## config.mk

```make
export PLATFORM = sky130hd
export DESIGN_NAME = pipeline_control
export DESIGN_NICKNAME = d
export VERILOG_FILES = /design/src/rtl/pipeline_control_pkg.sv /design/src/rtl/pipeline_drain_counter.sv /design/src/rtl/pipeline_control.sv
export SDC_FILE = /design/constraint.sdc
export NUM_CORES = 1
export LEC_CHECK = 0
export CAP_MARGIN = 25
export CORE_ASPECT_RATIO = 0.6
export CORE_MARGIN = 2
export CORE_UTILIZATION = 40
export CTS_BUF_LIST = sky130_fd_sc_hd__clkbuf_2 sky130_fd_sc_hd__clkbuf_4 sky130_fd_sc_hd__clkbuf_8
export DETAILED_ROUTE_END_ITERATION = 16
export GPL_ROUTABILITY_DRIVEN = 0
export HOLD_SLACK_MARGIN = 0.15
export PLACE_DENSITY = 0.69
export SLEW_MARGIN = 20
export SYNTH_ARGS = -nofsm -noshare
export SYNTH_HDL_FRONTEND = slang
export SYNTH_HIERARCHICAL = 1
export SYNTH_SLANG_ARGS = --single-unit
export TNS_END_PERCENT = 50
```

## constraint.sdc

```tcl
create_clock -name i_clk -period 6.1 [get_ports i_clk]
set_clock_uncertainty 0.15 [all_clocks]
set_input_delay 1.83 -clock i_clk [delete_from_list [all_inputs] [get_ports i_clk]]
set_output_delay 1.83 -clock i_clk [all_outputs]
set_load 0.02 [all_outputs]
```

## src/rtl/pipeline_control_pkg.sv

```systemverilog
// Shared codes for the pipeline controller: state encodings, sizing defaults,
// the per-stage control bundle and the hazard priority helper.
package pipeline_control_pkg;

  localparam int unsigned PC_DRAIN_CYCLES = 4;
  localparam int unsigned PC_CYCLE_W      = 32;
  localparam int unsigned PC_STATE_W      = 3;

`ifdef PIPELINE_CONTROL_STALL_COUNT_EN
  localparam int unsigned PC_STALL_W      = 16;
`endif

  typedef enum logic [PC_STATE_W-1:0] {
    ST_IDLE   = 3'd0,
    ST_RUN    = 3'd1,
    ST_STEP   = 3'd2,
    ST_DRAIN  = 3'd3,
    ST_HALTED = 3'd4
  } pc_state_e;

  typedef struct packed {
    logic pc_en;
    logic if_id_en;
    logic if_id_flush;
    logic id_ex_bubble;
    logic back_en;
  } pipe_ctrl_t;

  // Front-end controls for an executing cycle; HALT beats load-use beats branch.
  function automatic pipe_ctrl_t resolve_hazard(input logic halt,
                                                input logic load_hazard,
                                                input logic branch_taken);
    pipe_ctrl_t c;
    c         = '0;
    c.back_en = 1'b1;
    if (halt || load_hazard) begin
      c.id_ex_bubble = 1'b1;
    end else if (branch_taken) begin
      c.pc_en       = 1'b1;
      c.if_id_flush = 1'b1;
    end else begin
      c.pc_en    = 1'b1;
      c.if_id_en = 1'b1;
    end
    return c;
  endfunction

endpackage

```

## src/rtl/pipeline_drain_counter.sv

```systemverilog
// Loadable down-counter that holds at zero; o_zero flags the terminal count.
module pipeline_drain_counter #(
  parameter int unsigned WIDTH = 2
) (
  input  logic             i_clk,
  input  logic             i_reset,
  input  logic             i_load,
  input  logic [WIDTH-1:0] i_value,
  output logic             o_zero
);

  logic [WIDTH-1:0] count;

  // Load takes precedence; otherwise count down and stop at zero.
  always_ff @(posedge i_clk) begin
    if (i_reset) begin
      count <= '0;
    end else if (i_load) begin
      count <= i_value;
    end else if (count != '0) begin
      count <= count - WIDTH'(1);
    end
  end

  assign o_zero = (count == '0);

endmodule

```

## src/rtl/pipeline_control.sv

```systemverilog
// Pipeline sequencing controller: IDLE/RUN/STEP/DRAIN/HALTED with same-cycle
// hazard resolution and an executed-cycle counter.
// Optional macro PIPELINE_CONTROL_STALL_COUNT_EN adds a saturating
// load-use stall counter on o_stall_count.
module pipeline_control
  import pipeline_control_pkg::*;
#(
  parameter int unsigned DRAIN_CYCLES = PC_DRAIN_CYCLES,
  parameter int unsigned CYCLE_W      = PC_CYCLE_W
) (
  input  logic               i_clk,
  input  logic               i_reset,
  input  logic               i_load_hazard,
  input  logic               i_halt,
  input  logic               i_branch_taken,
  input  logic               i_run,
  input  logic               i_step,
  output logic               o_pc_en,
  output logic               o_if_id_en,
  output logic               o_if_id_flush,
  output logic               o_id_ex_bubble,
  output logic               o_back_en,
  output logic               o_halted,
  output logic [CYCLE_W-1:0] o_cycles
`ifdef PIPELINE_CONTROL_STALL_COUNT_EN
  ,
  output logic [PC_STALL_W-1:0] o_stall_count
`endif
);

  localparam int unsigned DRAIN_W = (DRAIN_CYCLES > 1) ? $clog2(DRAIN_CYCLES) : 1;

  pc_state_e    state;
  pc_state_e    state_next;
  pipe_ctrl_t   ctrl;
  logic         drain_load;
  logic         drain_zero;
  logic [CYCLE_W-1:0] cycles;

  // State register.
  always_ff @(posedge i_clk) begin
    if (i_reset) begin
      state <= ST_IDLE;
    end else begin
      state <= state_next;
    end
  end

  // Next-state and Mealy pipeline controls.
  always_comb begin
    state_next = state;
    ctrl       = '0;
    unique case (state)
      ST_IDLE: begin
        if (i_run) begin
          state_next = ST_RUN;
        end else if (i_step) begin
          state_next = ST_STEP;
        end
      end
      ST_RUN: begin
        ctrl = resolve_hazard(i_halt, i_load_hazard, i_branch_taken);
        if (i_halt) begin
          state_next = ST_DRAIN;
        end else if (!i_run) begin
          state_next = ST_IDLE;
        end
      end
      ST_STEP: begin
        ctrl       = resolve_hazard(i_halt, i_load_hazard, i_branch_taken);
        state_next = i_halt ? ST_DRAIN : ST_IDLE;
      end
      ST_DRAIN: begin
        ctrl.id_ex_bubble = 1'b1;
        ctrl.back_en      = 1'b1;
        if (drain_zero) begin
          state_next = ST_HALTED;
        end
      end
      ST_HALTED: begin
        state_next = ST_HALTED;
      end
      default: begin
        state_next = ST_IDLE;
      end
    endcase
  end

  // Arm the drain count on the edge that enters DRAIN.
  assign drain_load = (state != ST_DRAIN) && (state_next == ST_DRAIN);

  pipeline_drain_counter #(
    .WIDTH (DRAIN_W)
  ) u_drain_counter (
    .i_clk   (i_clk),
    .i_reset (i_reset),
    .i_load  (drain_load),
    .i_value (DRAIN_W'(DRAIN_CYCLES - 1)),
    .o_zero  (drain_zero)
  );

  // Executed-cycle counter; wraps naturally.
  always_ff @(posedge i_clk) begin
    if (i_reset) begin
      cycles <= '0;
    end else if (ctrl.back_en) begin
      cycles <= cycles + CYCLE_W'(1);
    end
  end

`ifdef PIPELINE_CONTROL_STALL_COUNT_EN
  logic                  stall_cycle;
  logic [PC_STALL_W-1:0] stall_count;

  assign stall_cycle = ((state == ST_RUN) || (state == ST_STEP)) && !i_halt && i_load_hazard;

  // Saturating count of load-use stall cycles.
  always_ff @(posedge i_clk) begin
    if (i_reset) begin
      stall_count <= '0;
    end else if (stall_cycle && (stall_count != '1)) begin
      stall_count <= stall_count + PC_STALL_W'(1);
    end
  end

  assign o_stall_count = stall_count;
`endif

  assign o_pc_en        = ctrl.pc_en;
  assign o_if_id_en     = ctrl.if_id_en;
  assign o_if_id_flush  = ctrl.if_id_flush;
  assign o_id_ex_bubble = ctrl.id_ex_bubble;
  assign o_back_en      = ctrl.back_en;
  assign o_halted       = (state == ST_HALTED);
  assign o_cycles       = cycles;

endmodule

```

==> Word level (Yosys, flattened, before mapping) <==
Cells that the tools add are included.
{ "word_totals": {"input_bits": 7, "elab_cells": 33, "regBits": 37} }
{ "op_classes": {"n_reduce_logical": 7, "n_mux": 15, "n_addsub": 2, "eq_ne": 6} }
{ "op_table": {"columns": ["cell", "count"], "rows": [
  ["$add A32 B1 Y32 const B", 1],
  ["$mux W3", 7],
  ["$pmux W3 S5", 1],
  ["$eq A3 B2 Y1 const B", 3],
  ["$mux W2", 3],
  ["$pmux W2 S2", 1],
  ["$reduce_bool A2 Y1", 2],
  ["$eq A3 B1 Y1 const B", 1],
  ["$eq A3 B3 Y1 const B", 1],
  ["$logic_not A3 Y1", 1],
  ["$mux W1", 3],
  ["$ne A3 B2 Y1 const B", 1],
  ["$logic_not A2 Y1", 1],
  ["$reduce_or A2 Y1", 1],
  ["$sub A2 B1 Y2 const B", 1],
  ["$logic_and A1 B1 Y1", 1],
  ["$logic_or A1 B1 Y1", 1]
]} }

==> Longest topological paths before layout <==
{ "depth": {"ltp_word": 6, "ltp_mapped": 8, "depth_no_buf": 8} }

==> Hierarchy <==
Netlist, hierarchy kept.
{ "modules_own_cells": {"columns": ["module", "instances", "cells_per_inst", "area_each_um2"], "rows": [
  ["pipeline_control", 1, 221, 1918.1],
  ["pipeline_drain_counter", 1, 12, 121.4]
]} }

==> Worst setup path before layout <==
No wires, ideal clock.
{ "synth_path": {"path_type": "input-to-output", "from": "input i_halt", "to": "output o_if_id_en", "arrival_time_ps": 3064, "path_slack_ps": 1056, "cell_stages": 2, "cell_sequence": "nor4_1 > nor2b_1"} }
{ "synth_via": {"elab_chain_cells": 3} }
{ "synth_lines": {"columns": ["element", "line", "rtl"], "rows": [
  ["start, declared", "pipeline_control.sv:14", "input logic i_halt,"],
  ["$logic_or A1 B1 Y1", "pipeline_control_pkg.sv:36", "if (halt || load_hazard) begin"],
  ["$mux W3", "pipeline_control_pkg.sv:36", null],
  ["$mux W3", null, null],
  ["end, declared", "pipeline_control.sv:19", "output logic o_if_id_en,"]
]} }
No other way between the ends.

==> Worst setup path in the final report <==
Same ends and word-level chain as after synthesis.

==> key figures <==
Pwr
  – Gate power share: about a fifth
  – Total power: approximately 0.54 mW
  – P_sw: 0.1596 mW
  – Flop pwr share: 49.2%
  – Int Power: around 0.39 mW
  – Peak VDD IR: about 0.00015 V
  – Cell Pwr Density: 210.9 nW/µm²
  – Clk pwr share: approximately 29%
  – Sw Share: between 20% and 30%
  – Leak: 0.9314 nW

Floorplanning
  – Io pins: 45
  – Starting Density: between 40% and 50%
  – Chip height: around 60 µm
  – Cell row count: 20
  – Die X: approximately 96 µm
  – Die footprint: around 5700 µm²
  – Core ar.: approximately 5000 µm²

Yosys
  – Ys flop type: dfxtp_1
  – Yosys reg bits: 37
  – Mapped Area: roughly 2000 µm²
  – Area contributors post-synth: dfxtp_1 (36%), mux2_2 (7.2%), nor2_1 (5.2%), nor2b_1 (4.6%), xor2_1 (3.9%)
  – Ys async rst share: 0%
  – Count leader, synth: dfxtp_1
  – Share of the synthesized area in the top cell type: between 30% and 40%
  – Area leader, netlist: dfxtp_1
  – Synth cell types: 50
  – Syn_area_per_cell: 8.753 µm²
  – Sequential-to-total area share from yosys stat: between 30% and 40%
  – Cells after synthesis: approximately 230
  – Number of synthesized flops with an enable pin: 0
  – Post-synth top cells: dfxtp_1 (37), nor2_1 (28), nor2b_1 (15)
  – YS warnings: 6

Setup path
  – CP endpoint kind: output pin
  – Slowest-stage cell, CP: clkdlybuf4s50_1
  – CP arrival: 3.50 ns
  – Crit Path Class: input port to output pin
  – Crit path buf inv count: 2
  – Crit path top cell by count: clkdlybuf4s50_1
  – Critical path's top delay family: buffers and inverters
  – Nature of the critical path startpoint: input port
  – Worst EP required: 4.12 ns
  – FF-to-FF setup slack: approximately 4.0 ns
  – Critical-path cell list: clkdlybuf4s50_1 -> nor4_1 -> nor2b_1 -> clkdlybuf4s50_1
  – CP max stage delay: ~0.61 ns
  – CP max FO: 4

Cells and area
  – Final nets: ~280
  – Footprint of the multi-input gates: approximately 1200 µm²
  – Proportion of layout cells with a drive suffix above 1: between 10 and 15%
  – Area delta synth->final: 26.69%
  – N_diodes: 0
  – Util after Layout: between 50% and 60%
  – # fillers: about 480
  – Register area: 740.7 µm²
  – Design Area, Final: 2584 µm²

Timing
  – Slew Viols, Final: 0
  – Worst Tran Pin Value: about 0.5 ns
  – Worst Hold Margin: roughly 0.36 ns
  – Tmin final: 5.476 ns
  – Final setup vio count: 0
  – Total negative slack: 0 ns
  – Slew HR: between 60% and 70%
  – Fmax achieved: around 180 MHz
  – Unrepaired setup endpoints after global routing: no
  – Final Cycle Share: about 90%
  – Hold Vio Cnt, Final: 0

Placed design
  – Post-Place Cell Area: ~2500 µm²
  – Port Buf Inserts: 44
  – Dpl hpwl: 3.300 mm

Global route
  – Global-route wire length before repair: slightly below 8 mm
  – Gr ovfl total: 0
  – GRT Total Usage: 18.00%
  – Largest net degree at the start of global routing: 52
  – Initial antenna violation count: 0
  – Vias in the first global route: approximately 1600

Clock network
  – CTS H-tree lvls: 2
  – CTS resizes: 0
  – Clock sinks: 37
  – Total CTS buffers: 5
  – Setup Fix Bufs, Post-CTS: 0
  – Root buffer cell: clkbuf_8
  – Hold Buf Count CTS: 0
  – Clock Latency Late Sink: a little under 0.3 ns
  – Worst-path clk slew: approximately 0.08 ns
  – Bufs on Longest Clock Path: 2
  – CTS tree: built

Route
  – 1st-iter DRT viols: 97
  – Post-route DRC: 0
  – Via count: 1794
  – DR WL/cell: between 10 and 15 µm
  – Routed Antenna Nets: 0
  – Vias per cell: 5.276
  – Drt pass-1 iters: 4
  – Final wirelength: between 4 and 5 mm

Min path
  – Hold Path Class: flip-flop to flip-flop

Job
  – Maxcap violations: 0

Run status
  – Outcome: finished, final reports clean
[kinds of logic after synthesis]
kind of cell	after synthesis	synth area share (%)
AND/OR/NAND/NOR	120	36.14
flip-flops	37	36.32
other	1	0.1839
buffers and inverters	19	4.785
AO/OA/AOI/OAI	29	8.958
adder cells (fa/ha/maj)	2	1.227
multiplexers	14	7.669
XOR/XNOR	11	4.724
[flip-flops by register name (all words and copies together) (netlist names)]
name / cells
o_cycles: 32
u_drain_counter/count: 2
state: 3
[per-stage QoR]
step           cells  setup slack (ns)
6_report         340            0.6240
3_3_place_gp     334            0.6540
3_5_place_dp     334            0.6165
4_1_cts          340            0.6127
2_1_floorplan    234             1.056
5_1_grt          340            0.4722
[metal layers]
metal	track usage (%)	wire (µm)	vias up	part of all wire (%)
met5	0	0	-	0
met4	5.918	33	0	0.71
met3	4.835	242	4	5.2
met2	24.01	1785	46	39
met1	27.55	2563	833	55
li1	-	-	911	-
[final cells by class]
| cell class | instances | share of cell area [%] |
|---|---|---|
| Sequential cell | 37 | 28.67 |
| Inverter | 7 | 1.017 |
| Tap cell | 66 | 3.196 |
| Timing Repair Buffer | 46 | 17.63 |
| Multi-Input combinational cell | 178 | 46.63 |
| Clock buffer | 5 | 2.663 |
| Clock inverter | 1 | 0.1937 |
[worst reg2reg max path, cell delays in order, from the launching register on]
cell     delay [ns]
dfxtp_1        0.56
o21ba_2        0.41
nand3_4        0.18
nor4_1         0.38
mux2_2         0.37
[final timing paths]
path,end,cells after the start,startpoint
max,o_if_id_en,4,i_halt
min,o_cycles[15],2,o_cycles[15]
max reg2reg,o_cycles[26],4,state[1]
min reg2reg,o_cycles[15],2,o_cycles[15]
[layout by cell type, fill, tap and decap left out, types with 3 or more instances in the layout]
master           synthesis  layout
o21ai_0                  7       7
o31ai_1                  3       3
and2_1                   4       4
nor4_1                   5       5
dfxtp_1                 37      37
nor2_1                  28      28
and4_1                   3       3
clkbuf_8                 0       5
mux2_2                  13      13
nand3_1                  9       9
nor2b_1                 15      15
nor3_1                   6       6
nor3b_1                  3       3
and3_1                   3       3
inv_1                    7       7
a21oi_1                 12      12
or3_1                    6       6
nand2_1                 10      10
nand4_1                  8       8
xor2_1                   9       9
clkdlybuf4s50_1          0      44
[power groups by stage]
stage | sequential [mW] | combinational, mW | clock (mW)
6_report | 0.268 | 0.116 | 0.160
5_1_grt | 0.271 | 0.130 | 0.175
4_1_cts | 0.268 | 0.117 | 0.164
3_5_place_dp | 0.274 | 0.117 | 0
3_3_place_gp | 0.274 | 0.114 | 0
2_1_floorplan | 0.271 | 0.0855 | 0
Note: power is estimated with default switching activity, not from simulation.
